<file path="src/rtl/serial_ins_receiver.sv">
// Receiving end of the bit-serial instruction link: frame counter, fetch address,
// LSB-first deserializer and R-type field decode.
module serial_ins_receiver #(
    parameter int FRAME_LAST = 98,
    parameter int PROG_BYTES = 48
) (
    input  logic        clk,
    input  logic        reset,
    input  logic        ins,
    output logic [31:0] address,
    output logic [6:0]  cnt,
    output logic [31:0] instr,
    output logic        instr_valid,
    output logic [6:0]  opcode,
    output logic [4:0]  rd,
    output logic [2:0]  funct3,
    output logic [4:0]  rs1,
    output logic [4:0]  rs2,
    output logic [6:0]  funct7,
    output logic        is_rtype
);

    localparam logic [6:0]  CNT_LAST  = 7'(FRAME_LAST);
    localparam logic [31:0] ADDR_WRAP = 32'(PROG_BYTES);
    localparam logic [6:0]  OP_RTYPE  = 7'b0110011;

    logic [31:0] sr;
    logic [31:0] sr_next;
    logic [31:0] addr_inc;
    logic        in_window;

    // Transmitter puts bit k on the line while cnt == k+1.
    assign in_window = (cnt >= 7'd1) && (cnt <= 7'd32);
    assign sr_next   = {ins, sr[31:1]};
    assign addr_inc  = address + 32'd4;

    always_ff @(posedge clk) begin
        if (reset) begin
            cnt         <= '0;
            sr          <= '0;
            instr       <= '0;
            instr_valid <= 1'b0;
            address     <= '0;
        end else begin
            cnt         <= (cnt == CNT_LAST) ? 7'd0 : cnt + 7'd1;
            instr_valid <= 1'b0;
            if (in_window)
                sr <= sr_next;
            if (cnt == 7'd32) begin
                instr       <= sr_next;
                instr_valid <= 1'b1;
            end
            // Address moves only at frame end so it is stable across the whole window.
            if (cnt == CNT_LAST)
                address <= (addr_inc >= ADDR_WRAP) ? 32'd0 : addr_inc;
        end
    end

    assign opcode   = instr[6:0];
    assign rd       = instr[11:7];
    assign funct3   = instr[14:12];
    assign rs1      = instr[19:15];
    assign rs2      = instr[24:20];
    assign funct7   = instr[31:25];
    assign is_rtype = (opcode == OP_RTYPE);

endmodule

</file>
<file path="config.mk">
export PLATFORM = sky130hd
export DESIGN_NAME = serial_ins_receiver
export DESIGN_NICKNAME = d
export VERILOG_FILES = /design/src/rtl/serial_ins_receiver.sv
export SDC_FILE = /design/constraint.sdc
export NUM_CORES = 1
export LEC_CHECK = 0
export CAP_MARGIN = 20
export CORE_MARGIN = 10
export CORE_UTILIZATION = 49
export CTS_BUF_LIST = sky130_fd_sc_hd__clkbuf_16
export DETAILED_ROUTE_END_ITERATION = 7
export GPL_TIMING_DRIVEN = 0
export MAX_ROUTING_LAYER = met4
export PLACE_DENSITY = 0.79
export SKIP_CTS_REPAIR_TIMING = 1
export SYNTH_ARGS = -nofsm -noshare
export SYNTH_HDL_FRONTEND = slang
export SYNTH_SLANG_ARGS = --single-unit
</file>
<file path="constraint.sdc">
create_clock -name clk -period 2.87 [get_ports clk]
set_clock_uncertainty 0.2 [all_clocks]
set_input_delay 0.287 -clock clk [delete_from_list [all_inputs] [get_ports clk]]
set_output_delay 0.287 -clock clk [all_outputs]
set_load 0.01 [all_outputs]
</file>
---- Word-level counts from Yosys, hierarchy flattened ----
Index checks and enable logic that the tools add are counted.
cells by class
  add/sub/neg operators ................... 2
  order comparisons ....................... 3
  equal/unequal tests ..................... 3
  muxes and demuxes ....................... 2
  reductions and logical operators ........ 2
operator list
  operator                                                                              number
  32-bit by 3-bit adder with 32-bit output, second input constant                       1
  32-bit by 6-bit greater-or-equal comparator with 1-bit output, second input constant  1
  32-bit two-way mux                                                                    1
  7-bit by 6-bit equality test with 1-bit output, second input constant                 2
  7-bit by 1-bit adder with 7-bit output, second input constant                         1
  7-bit equality test, second input constant                                            1
  7-bit by 1-bit greater-or-equal comparator with 1-bit output, second input constant   1
  7-bit by 6-bit less-or-equal comparator with 1-bit output, second input constant      1
  2-bit OR reduction                                                                    1
  1-bit logical AND                                                                     1
  1-bit two-way mux                                                                     1
storage, ports and cells
  flip-flop bits (word level) ............. 104
  input port bits ......................... 3
  output and inout bits ................... 105
  logic and storage cells ................. 17

---- Logic depth before layout (Yosys ltp) ----
Gate-level depths: netlist of run 1.
  word-level depth ........................ 3
  gate-level depth with buffers ........... 9
  gate-level depth less buffers ........... 8

---- Least setup slack after synthesis of run 1 ----
OpenSTA, ideal clock, no wires.
  path kind ............................... reg-to-reg
  from .................................... register address[2]
  to ...................................... register address[2]
  setup time .............................. 0.070 ns
  arrival ................................. 2.139 ns
  required time ........................... 2.600 ns
  setup slack ............................. 0.461 ns
  stages on the path, launching flop included .. 10
  buffers on the path ..................... 1
  period minus slack after synthesis ...... 2.409 ns
  path through ............................ dfxtp_1 ha_1 and3_1 buf_2 nand4_1 mux2i_1 or4_1 nor3_2 nand4b_1 o21ai_1
on the way
  cells in the longest elaborated chain, start to end .. 3
RTL lines
  what                                                           RTL line  source
  from (decl)                                                    10        output logic [31:0] address,
  from (signal assigned)                                         55        address <= (addr_inc >= ADDR_WRAP) ? 32'd0 : addr_inc;
  32-bit by 3-bit adder with 32-bit output (*)                   35        assign addr_inc = address + 32'd4;
  32-bit by 6-bit greater-or-equal comparator with 1-bit output  55
  32-bit two-way mux (*)                                         55
Every way passes the cells marked *; elsewhere a longest branch is shown, timed or not.
A chain may end at the register's enable or synchronous reset.

---- Worst setup path in the final report of run 1 ----
  from .................................... register address[2]
  to ...................................... register address[3]
Same word-level chain as after synthesis.

==> results of run 1 <==
cell families after synthesis:
family | Yosys count | share of synthesized area, %
other cells | 1 | 0.08551
buf+inv | 67 | 8.930
fa+ha+maj | 5 | 1.427
simple gates | 253 | 28.13
xor+xnor | 13 | 2.596
mux | 5 | 1.141
compound gates | 87 | 11.58
flops | 101 | 46.11
layout make-up:
class                           count  area (µm²)  area share (%)
Buffer                             59       361.6           6.150
Clock buffer                        9       225.2           3.831
Timing Repair Buffer              105        1051           17.88
Inverter                            8       30.03          0.5107
Multi-Input combinational cell    365        1976           33.60
Sequential cell                   101        2024           34.43
Tap cell                          108       135.1           2.298
Clock inverter                      6       76.32           1.298
synthesized netlist by cell type (2+ instances only):
library cell / instances / area share (%)
nor2_1: 26 / 2.2
o21ai_1: 3 / 0.34
nand3_1: 8 / 0.91
and3_1: 2 / 0.29
a21boi_0: 2 / 0.34
a21oi_1: 63 / 7.2
ha_1: 5 / 1.4
a31oi_1: 3 / 0.43
dfxtp_1: 101 / 46
nand4b_1: 2 / 0.40
clkbuf_1: 22 / 1.9
nor3_1: 8 / 0.91
a221oi_1: 2 / 0.40
nand2_1: 142 / 12
o21ai_0: 2 / 0.23
o31a_2: 3 / 0.68
xor2_1: 4 / 0.80
nor2b_1: 2 / 0.29
buf_4: 35 / 6.0
or2_1: 2 / 0.29
xnor2_1: 9 / 1.8
inv_1: 8 / 0.68
and3_2: 2 / 0.34
nand4_1: 6 / 0.86
nor4_1: 6 / 0.86
and4_1: 2 / 0.40
or4_1: 3 / 0.51
o211a_1: 2 / 0.46
nor4_2: 2 / 0.57
mux2i_1: 5 / 1.1
or2_2: 2 / 0.29
and2_1: 26 / 3.7
nor3b_1: 2 / 0.34
routing by layer:
| layer | GRT usage, % | part of all wire (%) | vias to the layer above |
|---|---|---|---|
| met5 | - | 0 | - |
| met1 | 19.12 | 42 | 1820 |
| met3 | 4.403 | 8.2 | 11 |
| li1 | - | - | 1983 |
| met4 | 5.848 | 1.4 | 0 |
| met2 | 26.99 | 48 | 114 |
report_power, final:
group          switching [mW]  internal, mW
sequential            0.00873          1.41
combinational          0.0853        0.0313
clock                   0.533         0.680
flip-flops by register name, indices dropped and copies added, names as in the netlist:
name and flops:
instr_valid 1, instr 32, address 30, cnt 7, sr 31
worst register-to-register path, delay by kind of cell, from the launching register on:
kind            cells  cell delay, ns
buf+inv             1            0.16
fa+ha+maj           1            0.24
flops               1            0.38
compound gates      2            0.46
simple gates        5            1.11
worst max path at each step:
stage                                   end               startpoint  slack [ns]
finish              address[3]$_SDFFE_PP0N_  address[2]$_SDFFE_PP0N_        0.23
detailed placement  address[5]$_SDFFE_PP0N_  address[2]$_SDFFE_PP0N_        0.22
CTS                 address[3]$_SDFFE_PP0N_  address[3]$_SDFFE_PP0N_        0.14
global route            sr[22]$_SDFFE_PP0P_        cnt[2]$_SDFF_PP0_        0.05
global placement    address[2]$_SDFFE_PP0N_  address[2]$_SDFFE_PP0N_        0.26
floorplan           address[2]$_SDFFE_PP0N_  address[2]$_SDFFE_PP0N_        0.46
through the flow:
step                hold WS (ns)  setup WS (ns)  instances
global placement          0.2354         0.2599        746
CTS                       0.2647         0.1428        761
floorplan                 0.2230         0.4609        533
global route              0.2848        0.04889        761
finish                    0.2669         0.2320        761
detailed placement        0.2597         0.2152        746
==> qor.yml, run 1 <==
status:
  status: "complete, no violations"
setup_path:
  cp.depth: 9
  critical-path-max-stage-delay_ns: 0.43
  crit_buf_inv: 1
  startpoint_type: "flip-flop"
  slowest_stage: "or3_2"
  reg2reg_setup_slack_ns: 0.23
  r2r_cells: 9
  worstSetupEndpointType: "flip-flop"
  path_class: "reg2reg"
  r2r-end: "address[3]$_SDFFE_PP0N_"
  cp_top_family: "simple AND/OR/NAND/NOR gates"
  crit_chain: "ha_1 > and3_1 > buf_2 > nand4_1 > nor3_1 > or3_2 > a221oi_2 > nand4b_1 > o21ai_1"
  regToRegStartpoint: "address[2]$_SDFFE_PP0N_"
  worst_ep_arrival_time_ns: 2.69
  required_ns: 2.93
  crit_fanout: 10
sta:
  relSlewSlack_pct: 61.06
  fin_crit_ns: 2.638
  rsz0062_at_grt: "no"
  tns_ns: 0
  finalCritPeriodShare_pct: 91.92
  max_freq_ghz: 0.3791
  final-hold-violation-count: 0
  tightest_slew_ns: 0.5828
  report.final.slew_viol_count: 0
  setup_viol: 0
floorplan:
  row_count: 34
  dieArea_um2: 13130
  die_y_um: 114.6
  die-width_um: 114.6
  ios: 108
  core_um2: 8721
  start_util_pct: 50.29
global_route:
  antenna_found_initial: 0
  grt_overflow_total: 0
  grt_pass1_wl_um: 17710
  grt_max_degree: 18
  grt_usage_pct: 16.54
  grt_pass1_vias: 3714
synthesis:
  async_flop_share_pct: 0
  ys_seq_area_share_pct: 46.11
  synth_area_um2: 4385
  synthFlopType: "dfxtp_1"
  synth_cell_type_count: 53
  syn_avg_cell_area_um2: 8.243
  synth_edf_count: 0
  syn_inst: 532
  ys_warn_count: 0
  ys_ff_latch: 101
hold_path:
  min_path_type: "reg2reg"
  hp-start: "instr[12]$_SDFFE_PP0P_"
  min_to: "instr[12]$_SDFFE_PP0P_"
  min_path_cells: 2
cts:
  cts_tree: "yes"
  clkTransAtPathRegs_ns: 0.07
  clockBufferDepth: 2
  htree_levels: 3
  clkSinkCount: 101
  clkLatencyLatePin_ns: 0.34
  ctsRootBufferMaster: "clkbuf_16"
  cts_buffers: 9
routing:
  drt_iter0_markers: 204
  drc: 0
  drtPass1Iterations: 4
  wl_per_cell_um: 14.23
  vias: 3928
  via_per_inst: 5.162
  ant_nets: 0
  wirelength_um: 10830
final_layout:
  fillerInstances: 707
  nets: 657
  drive_gt1_share_pct: 11.18
  fin_util_pct: 67.42
  final_cell_mix: "142 x nand2_1, 105 x clkdlybuf4s50_1, 99 x dfxtp_1, 63 x a21oi_1, 35 x buf_4"
  diodes: 0
  design_area_um2: 5879
  area_delta_synth_final_pct: 34.07
  final_common_cell: "nand2_1"
placed_design:
  routabilityCongestion: 0.8541
  io_buffers: 105
  hpwl_um: 7986
  place_area_um2: 5575
power_and_ir_drop:
  power.density_nw_per_um2: 467.1
  peakVddDrop_uv: 351.1
  power_mw: 2.746
  p_leak_nw: 2.088
job:
  timing.max_cap.violations: 0
Power figures use the tool's default switching activity.
==> inputs of run 2 (changes only) <==
--- a/config.mk
+++ b/config.mk
@@ -7,12 +7,12 @@
 export LEC_CHECK = 0
 export CAP_MARGIN = 20
 export CORE_MARGIN = 10
-export CORE_UTILIZATION = 49
+export CORE_UTILIZATION = 40
 export CTS_BUF_LIST = sky130_fd_sc_hd__clkbuf_16
 export DETAILED_ROUTE_END_ITERATION = 7
 export GPL_TIMING_DRIVEN = 0
 export MAX_ROUTING_LAYER = met4
-export PLACE_DENSITY = 0.79
+export PLACE_DENSITY = 0.67
 export SKIP_CTS_REPAIR_TIMING = 1
 export SYNTH_ARGS = -nofsm -noshare
 export SYNTH_HDL_FRONTEND = slang
==> qor.yml, run 2 (synthesis gave the netlist of run 1 again) <==
cts:
  htree_levels: 3
  ctsRootBufferMaster: "clkbuf_16"
  clkLatencyLatePin_ns: 0.34
  clockBufferDepth: 2
  clkSinkCount: 101
  clkTransAtPathRegs_ns: 0.07
  cts_buffers: 9
  cts_tree: "yes"
final_layout:
  final_cell_mix: "142 x nand2_1, 105 x clkdlybuf4s50_1, 99 x dfxtp_1, 63 x a21oi_1, 35 x buf_4"
  final_common_cell: "nand2_1"
  fin_util_pct: 54.78
  drive_gt1_share_pct: 11.31
  largest_reg_flops: 32
  diodes: 0
  fillerInstances: 1043
  largest_register: "instr"
  area_delta_synth_final_pct: 34.81
  nets: 657
  reg_top3: "instr (32), sr (31), address (30)"
setup_path:
  worst_ep_arrival_time_ns: 2.63
  startpoint_type: "flip-flop"
  worstSetupEndpointType: "flip-flop"
  r2r_cells: 6
  required_ns: 2.93
  critical-path-max-stage-delay_ns: 0.58
  path_class: "reg2reg"
  critPathMostFrequentCell: "nand2_1"
  crit_chain: "nor3_1 > nand2_1 > a221oi_1 > clkbuf_1 > nand2_1 > a21oi_1"
  crit_fanout: 10
  slowest_stage: "a221oi_1"
power_and_ir_drop:
  power.density_nw_per_um2: 458.7
  peakVddDrop_uv: 352.0
  p_leak_nw: 2.081
placed_design:
  routabilityCongestion: 0.8136
  hpwl_um: 8082
  io_buffers: 105
sta:
  setup_viol: 0
  report.final.slew_viol_count: 0
  finalCritPeriodShare_pct: 89.51
  relSlewSlack_pct: 60.34
  tightest_slew_ns: 0.5903
  max_freq_ghz: 0.3893
  tns_ns: 0
  rsz0062_at_grt: "no"
  fin_crit_ns: 2.569
  final-hold-violation-count: 0
hold_path:
  min_path_cells: 2
  min_path_type: "reg2reg"
global_route:
  grt_overflow_total: 0
  grt_usage_pct: 13.61
  grt_max_degree: 20
  grt_pass1_wl_um: 17820
  grt_pass1_vias: 3690
  antenna_found_initial: 0
floorplan:
  die-width_um: 124.7
  row_count: 38
  ios: 108
  die_y_um: 124.7
  dieArea_um2: 15550
  core_um2: 10790
  start_util_pct: 40.63
routing:
  ant_nets: 0
  drc: 0
  drt_iter0_markers: 220
  via_per_inst: 4.832
  wirelength_um: 10540
  vias: 3837
  drtPass1Iterations: 4
  wl_per_cell_um: 13.28
job:
  timing.max_cap.violations: 0
status:
  status: "complete, no violations"
run 2: metrics by stage:
step | hold WS [ns] | setup WS [ns] | area, µm² | cells | power (mW)
global placement | 0.2366 | 0.2477 | 5615 | 778 | 1.562
CTS | 0.2569 | 0.2000 | 5909 | 794 | 2.748
finish | 0.2534 | 0.3011 | 5912 | 794 | 2.712
global route | 0.2934 | 0.02788 | 5912 | 794 | 2.820
detailed placement | 0.2509 | 0.2323 | 5615 | 778 | 1.564
floorplan | 0.2230 | 0.4609 | 4389 | 533 | 1.524
run 2: worst max-delay path: cells and delay by family (launching register included):
| kind | cells | cell delay, ns |
|---|---|---|
| buf+inv | 1 | 0.40 |
| compound gates | 2 | 0.73 |
| simple gates | 3 | 0.81 |
| flops | 1 | 0.36 |
run 2: final timing paths:
check	from	end	slack, ns
setup / recovery	cnt[2]$_SDFF_PP0_	sr[4]$_SDFFE_PP0P_	0.30
hold / removal	sr[1]$_SDFFE_PP0P_	instr[0]$_SDFFE_PP0P_	0.25
setup reg to reg	cnt[2]$_SDFF_PP0_	sr[4]$_SDFFE_PP0P_	0.30
hold reg to reg	sr[1]$_SDFFE_PP0P_	instr[0]$_SDFFE_PP0P_	0.25
run 2: report_power, final:
part | internal, mW | switching, mW
logic | 0.0312 | 0.0834
registers | 1.41 | 0.00935
clock network | 0.611 | 0.570
total | 2.05 | 0.662
run 2: area by class of cell:
cell class              instances  area, µm²  share of cell area, %
plain buffers                  59      361.6                  6.116
well taps                     140      175.2                  2.963
inverters                       8      30.03                 0.5079
multi-input cells             365       1976                  33.42
repair buffers                105       1051                  17.78
clock inverters                 7      68.82                  1.164
flip-flops and latches        101       2024                  34.24
clock buffers                   9      225.2                  3.810
run 2: routing by layer:
layer | vias to the layer above | track usage [%] | part of all wire (%)
met1 | 1762 | 16.20 | 47
met3 | 8 | 3.702 | 6.1
met5 | - | - | 0
li1 | 1984 | - | -
met2 | 83 | 21.77 | 47
met4 | 0 | 4.455 | 0.64
==> inputs of run 3 (changes only) <==
--- a/config.mk
+++ b/config.mk
@@ -6,7 +6,7 @@
 export NUM_CORES = 1
 export LEC_CHECK = 0
 export CAP_MARGIN = 20
-export CORE_MARGIN = 10
+export CORE_MARGIN = 2
 export CORE_UTILIZATION = 40
 export CTS_BUF_LIST = sky130_fd_sc_hd__clkbuf_16
 export DETAILED_ROUTE_END_ITERATION = 7
==> qor.yml, run 3 (synthesis gave the netlist of run 1 again) <==
status:
  status: "complete, no violations"
global_route:
  grt_usage_pct: 17.38
  grt_max_degree: 22
  grt_pass1_wl_um: 16080
  grt_pass1_vias: 3455
  grt_overflow_total: 0
  antenna_found_initial: 0
floorplan:
  ios: 108
  start_util_pct: 40.81
  die_y_um: 108.7
  dieArea_um2: 11820
  core_um2: 10750
  die-width_um: 108.7
  row_count: 38
sta:
  setup_viol: 0
  fin_crit_ns: 2.559
  final-hold-violation-count: 0
  report.final.slew_viol_count: 0
  tns_ns: 0
  max_freq_ghz: 0.3908
  finalCritPeriodShare_pct: 89.16
  relSlewSlack_pct: 60.61
  timing.hold.ws_ns: 0.2643
  rsz0062_at_grt: "no"
  tightest_slew_ns: 0.5863
hold_path:
  min_path_type: "reg2reg"
  hp-start: "sr[24]$_SDFFE_PP0P_"
  min_path_cells: 2
  min_to: "sr[23]$_SDFFE_PP0P_"
power_and_ir_drop:
  power.internal_mw: 2.064
  pwr-share-comb_pct: 4.2
  power.density_nw_per_um2: 466.8
  peakVddDrop_uv: 294.5
  pwr-share-seq_pct: 51.2
  p_leak_nw: 2.096
  power.share.clock_pct: 44.7
  power_mw: 2.768
  p_sw_mw: 0.7043
  p_sw_share_pct: 25.45
cts:
  ctsRootBufferMaster: "clkbuf_16"
  clkLatencyLatePin_ns: 0.35
  clockBufferDepth: 2
  cts_tree: "yes"
  clkSinkCount: 101
  clkTransAtPathRegs_ns: 0.08
  htree_levels: 3
  cts_buffers: 9
final_layout:
  largest_reg_flops: 32
  area_delta_synth_final_pct: 35.21
  nets: 657
  fillerInstances: 1022
  drive_gt1_share_pct: 11.47
  final_common_cell: "nand2_1"
  final_cell_mix: "142 x nand2_1, 105 x clkdlybuf4s50_1, 99 x dfxtp_1, 63 x a21oi_1, 35 x buf_4"
  diodes: 0
  reg_top3: "instr (32), sr (31), address (30)"
  largest_register: "instr"
  design_area_um2: 5929
placed_design:
  hpwl_um: 7301
  io_buffers: 105
  routabilityCongestion: 0.7912
  place_area_um2: 5615
job:
  timing.max_cap.violations: 0
setup_path:
  required_ns: 2.95
  worstSetupEndpointType: "flip-flop"
  worst_ep_arrival_time_ns: 2.64
  regToRegStartpoint: "address[2]$_SDFFE_PP0N_"
  path_class: "reg2reg"
  r2r-end: "address[5]$_SDFFE_PP0N_"
  r2r_cells: 9
  crit_fanout: 10
  startpoint_type: "flip-flop"
  reg2reg_setup_slack_ns: 0.31
routing:
  ant_nets: 0
  drc: 0
  via_per_inst: 4.883
  wirelength_um: 9952
  drt_iter0_markers: 155
  wl_per_cell_um: 12.53
  vias: 3877
  drtPass1Iterations: 4
run 3: cell types whose count changed in the layout (fill, tap and decap cells not counted):
cell | before | now
clkinv_8 | 1 | 2
clkinvlp_4 | 2 | 0
inv_8 | 1 | 2
nor3b_1 | 2 | 1
nor3b_2 | 0 | 1
run 3: cell type report:
cell class                 instances  area [µm²]  area share, %
buffer                            59       361.6          6.098
inverter                           8       30.03         0.5064
timing repair buffer             105        1051          17.73
sequential                       101        2024          34.14
tap                              140       175.2          2.954
clock buffer                       9       225.2          3.798
multi-input combinational        365        1981          33.40
clock inverter                     7       81.33          1.372
run 3: worst max path at each step:
stage	start	end	slack [ns]	depth (start not counted)
after floorplan	address[2]$_SDFFE_PP0N_	address[2]$_SDFFE_PP0N_	0.46	9
final	address[2]$_SDFFE_PP0N_	address[5]$_SDFFE_PP0N_	0.31	9
after global routing	cnt[2]$_SDFF_PP0_	sr[28]$_SDFFE_PP0P_	0.02	6
after CTS	address[2]$_SDFFE_PP0N_	address[5]$_SDFFE_PP0N_	0.18	9
after detailed placement	address[2]$_SDFFE_PP0N_	address[2]$_SDFFE_PP0N_	0.22	9
after global placement	address[2]$_SDFFE_PP0N_	address[3]$_SDFFE_PP0N_	0.25	9
run 3: stage by stage:
stage | util, % | cells | setup slack [ns]
2_1_floorplan | - | 533 | 0.4609
3_3_place_gp | 52.26 | 778 | 0.2484
3_5_place_dp | 52.26 | 778 | 0.2150
4_1_cts | 55.11 | 794 | 0.1834
5_1_grt | 55.18 | 794 | 0.01744
6_report | 55.18 | 794 | 0.3110
run 3: routing by layer:
layer	vias up	wire (µm)	global-route usage, %
li1	1983	-	-
met2	100	4531	27.63
met1	1777	4790	21.98
met4	0	203	7.418
met3	17	427	2.750
met5	-	0	-
run 3: power groups by stage:
stage | clock (mW) | combinational, mW | sequential (mW)
final | 1.24 | 0.115 | 1.42
after global placement | 0 | 0.111 | 1.45
after detailed placement | 0 | 0.114 | 1.45
after floorplan | 0 | 0.0762 | 1.45
after global routing | 1.32 | 0.130 | 1.42
after CTS | 1.26 | 0.115 | 1.42
run 3: critical path: stages (launching register included):
cell,delay (ns)
dfxtp_2,0.44
ha_1,0.21
and3_1,0.15
buf_2,0.18
nand4_1,0.14
mux2i_1,0.16
or4_1,0.55
nor3_2,0.12
nand4b_1,0.18
o21ai_1,0.16
